**config.mk**
```make
export PLATFORM = sky130hd
export DESIGN_NAME = bcd_seg_display
export DESIGN_NICKNAME = d
export VERILOG_FILES = /design/src/rtl/bcd_seg_display.sv
export SDC_FILE = /design/constraint.sdc
export NUM_CORES = 1
export LEC_CHECK = 0
export BUFFER_PORTS_ARGS = -buffer_cell sky130_fd_sc_hd__buf_4
export CAP_MARGIN = 5
export CELL_PAD_IN_SITES_DETAIL_PLACEMENT = 2
export CELL_PAD_IN_SITES_GLOBAL_PLACEMENT = 2
export CORE_ASPECT_RATIO = 1.25
export CORE_MARGIN = 2
export CORE_UTILIZATION = 32
export DETAILED_ROUTE_END_ITERATION = 10
export PLACE_DENSITY = 0.7
export REMOVE_ABC_BUFFERS = 1
export SETUP_SLACK_MARGIN = 0.1
export SKIP_CTS_REPAIR_TIMING = 1
export SLEW_MARGIN = 20
export SYNTH_ARGS = -nofsm -noshare
export SYNTH_HDL_FRONTEND = slang
export SYNTH_SLANG_ARGS = --single-unit
```
**constraint.sdc**
```tcl
create_clock -name clk -period 1.5 [get_ports clk]
set_input_delay 0.075 -clock clk [delete_from_list [all_inputs] [get_ports clk]]
set_output_delay 0.075 -clock clk [all_outputs]
set_load 0.01 [all_outputs]
```
**src/rtl/bcd_seg_display.sv**
```systemverilog
// Two-digit BCD display driver: load-strobed holding registers,
// time-multiplexed common-anode 7-segment output.
module bcd_seg_display #(
  parameter int REFRESH_DIV = 50000,
  parameter bit LZ_BLANK    = 1'b1,
  parameter bit ACTIVE_LOW  = 1'b1
) (
  input  logic       clk,
  input  logic       clr,
  input  logic       load,
  input  logic       blank,
  input  logic [3:0] BCD1,
  input  logic [3:0] BCD0,
  output logic [6:0] seg,
  output logic [1:0] an
);

  localparam int PW = (REFRESH_DIV > 2) ? $clog2(REFRESH_DIV) : 1;
  localparam logic [PW-1:0] PMAX = PW'(REFRESH_DIV - 1);
  localparam logic [6:0] SEG_OFF = ACTIVE_LOW ? 7'h7F : 7'h00;
  localparam logic [1:0] AN_OFF  = ACTIVE_LOW ? 2'b11 : 2'b00;

  logic [PW-1:0] presc;
  logic          idx;
  logic [3:0]    hold1;
  logic [3:0]    hold0;
  logic [3:0]    dig;
  logic [6:0]    pat;
  logic [1:0]    sel;
  logic [6:0]    seg_nxt;
  logic [1:0]    an_nxt;

  always_comb begin
    dig = idx ? hold1 : hold0;
    pat = 7'h40;
    unique case (dig)
      4'd0:    pat = 7'h3F;
      4'd1:    pat = 7'h06;
      4'd2:    pat = 7'h5B;
      4'd3:    pat = 7'h4F;
      4'd4:    pat = 7'h66;
      4'd5:    pat = 7'h6D;
      4'd6:    pat = 7'h7D;
      4'd7:    pat = 7'h07;
      4'd8:    pat = 7'h7F;
      4'd9:    pat = 7'h6F;
      default: pat = 7'h40;
    endcase
    sel = idx ? 2'b10 : 2'b01;
    // Only a true zero in the tens place is suppressed, never a dash.
    if (blank || (LZ_BLANK && idx && (hold1 == 4'd0))) begin
      pat = 7'h00;
      sel = 2'b00;
    end
    seg_nxt = ACTIVE_LOW ? ~pat : pat;
    an_nxt  = ACTIVE_LOW ? ~sel : sel;
  end

  always_ff @(posedge clk) begin
    if (clr) begin
      hold1 <= 4'd0;
      hold0 <= 4'd0;
      presc <= '0;
      idx   <= 1'b0;
      seg   <= SEG_OFF;
      an    <= AN_OFF;
    end else begin
      if (load) begin
        hold1 <= BCD1;
        hold0 <= BCD0;
      end
      if (presc == PMAX) begin
        presc <= '0;
        idx   <= ~idx;
      end else begin
        presc <= presc + 1'b1;
      end
      seg <= seg_nxt;
      an  <= an_nxt;
    end
  end

endmodule

```
Word level (Yosys, flattened, before mapping)
Memories as Yosys holds them, arrays and structs flattened.
Cells that the tools add are included.
Word-level totals
  memories kept: 1
  memory bits (read-only): 112
  flip-flop bits (word level): 34
  output and inout bits: 9
  word-level logic and storage cells: 20
  bits of input ports: 12
Memories
  (no name shown): words 16, bits a word 7, rd ports 1, clocked after Yosys merged registers in 0, wr ports 0, line 36  | unique case (dig)
Cells by class
  eq/ne operators: 1
  multiplexer cells: 4
  reductions and logical operators: 4
  bitwise operators: 3
  $add $sub $neg: 1
Operators by type and width (number)
  adder 16 x 1 -> 16 bit (second input constant): 1
  == test 16 bit (second input constant): 1
  two-way mux 7 bit: 1
  NOT 7 bit: 1
  zero test 4 bit: 1
  two-way mux 2 bit: 2
  two-way mux 4 bit: 1
  NOT 2 bit: 1
  OR reduction 2 bit: 1
  logical AND 1 bit: 1
  logical OR 1 bit: 1
  NOT 1 bit: 1

Depth between registers and ports, before layout
  word-level depth: 5
  mapped depth: 8
  mapped depth without buffers: 7

Worst setup path after synthesis
No wires, ideal clock.
  kind: reg2reg
  from: register idx
  to: register seg[4]
  setup time: 0.137 ns
  buffers on the path: 1
  path slack: -0.031 ns
  cell stages (with the launch flop): 8
  required time: 1.363 ns
  data arrival time: 1.394 ns
  period minus slack after synthesis: 1.531 ns
  cell sequence: dfxtp_1 buf_4 mux2i_1 ha_1 inv_1 or2_1 nor2_1 o21ai_1
On the way
  longest elaborated chain between the ends: 4
  elaborated cells on any way between the ends: 6
  classes of those cells: mux: 2; bitwise: 1; reduce/logical: 2; memory: 1
RTL lines
  from (decl): line 24  | logic idx;
  from (signal assigned): line 74  | idx <= ~idx;
  two-way mux 4 bit / logical AND 1 bit (equally long branches): line 34, 51
  memory (16 x 7 bit) / logical OR 1 bit (equally long branches)
  two-way mux 7 bit (*): line 51  | if (blank || (LZ_BLANK && idx && (hold1 == 4'd0))) begin
  NOT 7 bit (*): line 55  | seg_nxt = ACTIVE_LOW ? ~pat : pat;
  to (signal assigned): line 78  | seg <= seg_nxt;
  to (decl): line 14  | output logic [6:0] seg,
Every way passes the cells marked *; elsewhere a longest branch is shown, timed or not.
A chain may end at the register's enable or synchronous reset.

Worst setup path in the final report
Same ends and word-level chain as after synthesis.

==> run metrics <==
maxcap violations=0; Worst-Skew Late Latency=0.29 ns; die height=81.98 um; DRT Pass-1 Iters=4; Data arrival, critical path=1.57 ns; DRT Wirelength=4049 um; Reg-to-Reg Start=idx; DIE AREA=5442 sq um; H-tree levels=2; DRT iter0 DRCs=41; vias per cell=4.816; Avg Cell Area, Syn=9.978 sq um; VDD IR max=404.2 uV; global placement routability congestion=0.7249; initial antenna violation count=0; dpl hpwl=2777 um; layout cells sized above 1=41.29%; Row Count=28; Power per Cell Area=888.5 nW/um^2; worst hold endpoint=hold1[3]; Clk pin slew, worst setup/hold paths=0.07 ns; Synth top cells by count=34 x dfxtp_1, 28 x nor2_1, 12 x mux2i_1, 12 x xnor2_1, 9 x inv_1; Async SR Flop Fraction=0%; cell area after layout=2145 sq um; TritonCTS clock tree=built; Ant. Diodes=0; dpl cell area=1879 sq um; commonest register cell after synthesis=dfxtp_1; ANT nets after route=0; NumNets Final=218; wire per inst=15.51 um; WS Path Type=flip-flop to flip-flop; CTS buffer count=5; die width=66.38 um; most instantiated library cell after synthesis=dfxtp_1; reg2reg path depth=5; vias in the first global route=1350; sequential power share=50.4%; All-Layer GR Usage=16.53%; startpoint types=flip-flop; Util after Layout=45.68%; crit path from=idx; Highest Clock Rate=720.6 MHz; Final Cycle Share=92.51%; Synth area leaders=dfxtp_1 44%, mux2i_1 7.7%, nor2_1 6.8%; area delta synth->final=37.78%; floorplan core area=4695 sq um; WP data required=1.68 ns; Hold Path Class=input port to flip-flop; synthesis-stage register bit count=34; CP Max Fanout=6; Rel. slew slack=83.12%; Sink Count=34; first-pass GRT wire length=6568 um; clock power share=37.0%; Int Pwr=1.432 mW; Seq/Total Area, Yosys=43.73%; worst r2r dst=seg[4]; hold path depth=3; min-delay src=BCD1[3]; largest net degree at the start of global routing=16; Sw Pwr=0.4730 mW; final hold vios=0; root buffer selected by CTS=clkbuf_8; Crit. End Element=flip-flop; tightest hold margin=0.04113 ns; CTS Buffer Depth=2; Clock Skew=0.004695 ns; I/O pins=21; IO buf count=20; P_leak=0.8885 nW; status=completed; EDFF count, synth=0; share of Yosys cell area claimed by the top area cell type=43.73%; initial core utilization=33.16%; reg2reg setup slack=0.11 ns; Tmin final=1.388 ns; Synth warnings=0; cell area after synthesis=1556 sq um; largest area contributor in the netlist=dfxtp_1; Cells after Synth=156; Setup TNS=0 ns; Overflow after GRT=0; RSZ-0062 raised after global routing=true; Slew Limit Fails=0; actual transition at the worst max-transition pin=0.2511 ns; # DRC=0; Synth cell types=35; Sw Ratio=24.83%; vias=1257; final setup fails=0; part of the power in combinational logic=12.6%
==> cells by family after synthesis <==
family,count (synthesis),synth area share [%]
AO/OA/AOI/OAI,12,4.662
XOR/XNOR,15,8.441
adder cells (fa/ha/maj),6,4.823
buffers and inverters,14,4.179
flip-flops,34,43.73
multiplexers,14,10.13
AND/OR/NAND/NOR,61,24.04
==> layout make-up <==
type / instances / area [sq um]
fillers: 519 / 2550
multi-input cells: 108 / 920.9
flip-flops and latches: 34 / 689.4
repair buffers: 41 / 330.3
clock buffers: 7 / 86.33
well taps: 60 / 75.07
inverters: 10 / 37.54
clock inverters: 1 / 5.005
==> sequential cells by signal (all words and copies together) (netlist names) <==
signal  count
seg         7
hold0       4
presc      16
an          2
idx         1
hold1       4
==> cells in the final DEF (no fill, tap or decap), types with 3 or more instances in the layout <==
| cell | count |
|---|---|
| dfxtp_1 | 29 |
| mux2i_1 | 9 |
| nor2_1 | 27 |
| nand2_1 | 4 |
| dfxtp_2 | 4 |
| xor2_1 | 3 |
| ha_2 | 3 |
| o21ai_1 | 8 |
| inv_1 | 8 |
| clkbuf_8 | 6 |
| xnor2_1 | 12 |
| nor4_4 | 3 |
| nand3_1 | 4 |
| nor2_2 | 3 |
| buf_4 | 37 |
| nor3_1 | 5 |
==> worst max-delay path, stage by stage (launching register included) <==
cell and delay [ns]:
dfxtp_4 0.39, buf_6 0.13, mux2_4 0.36, or2_4 0.25
nor2_2 0.08, o21ai_1 0.07
==> power by group through the flow <==
stage | Combinational (mW) | Sequential, mW | Clock (mW)
floorplan | 0.0868 | 0.984 | 0
global placement | 0.191 | 0.976 | 0
detailed placement | 0.202 | 0.978 | 0
CTS | 0.205 | 0.957 | 0.738
global route | 0.267 | 0.964 | 0.785
finish | 0.239 | 0.961 | 0.706
==> metal layers <==
metal / share of wire (%) / global-route usage, % / wire (um) / up-vias
met2: 57 / 30.50 / 2292 / 16
li1: - / - / - / 612
met3: 2.7 / 4.110 / 110 / 7
met5: 0 / 0 / 0 / -
met1: 39 / 17.52 / 1568 / 622
met4: 1.9 / 7.347 / 78 / 0
==> how the worst max path moves through the flow <==
stage                  end  slack, ns  depth (start not counted)
floorplan           seg[4]      -0.13                          6
global placement    seg[0]       0.05                          6
detailed placement  seg[0]      0.002                          6
CTS                 seg[0]      -0.02                          6
global route        seg[4]       0.05                          6
finish              seg[4]       0.11                          5
==> metrics by stage <==
stage | setup WS, ns | instances | power, mW
floorplan | -0.1341 | 152 | 1.071
global placement | 0.05423 | 247 | 1.167
detailed placement | 0.002211 | 247 | 1.180
CTS | -0.02190 | 255 | 1.901
global route | 0.05243 | 261 | 2.015
finish | 0.1123 | 261 | 1.905
(Power assumes the default switching activity.)
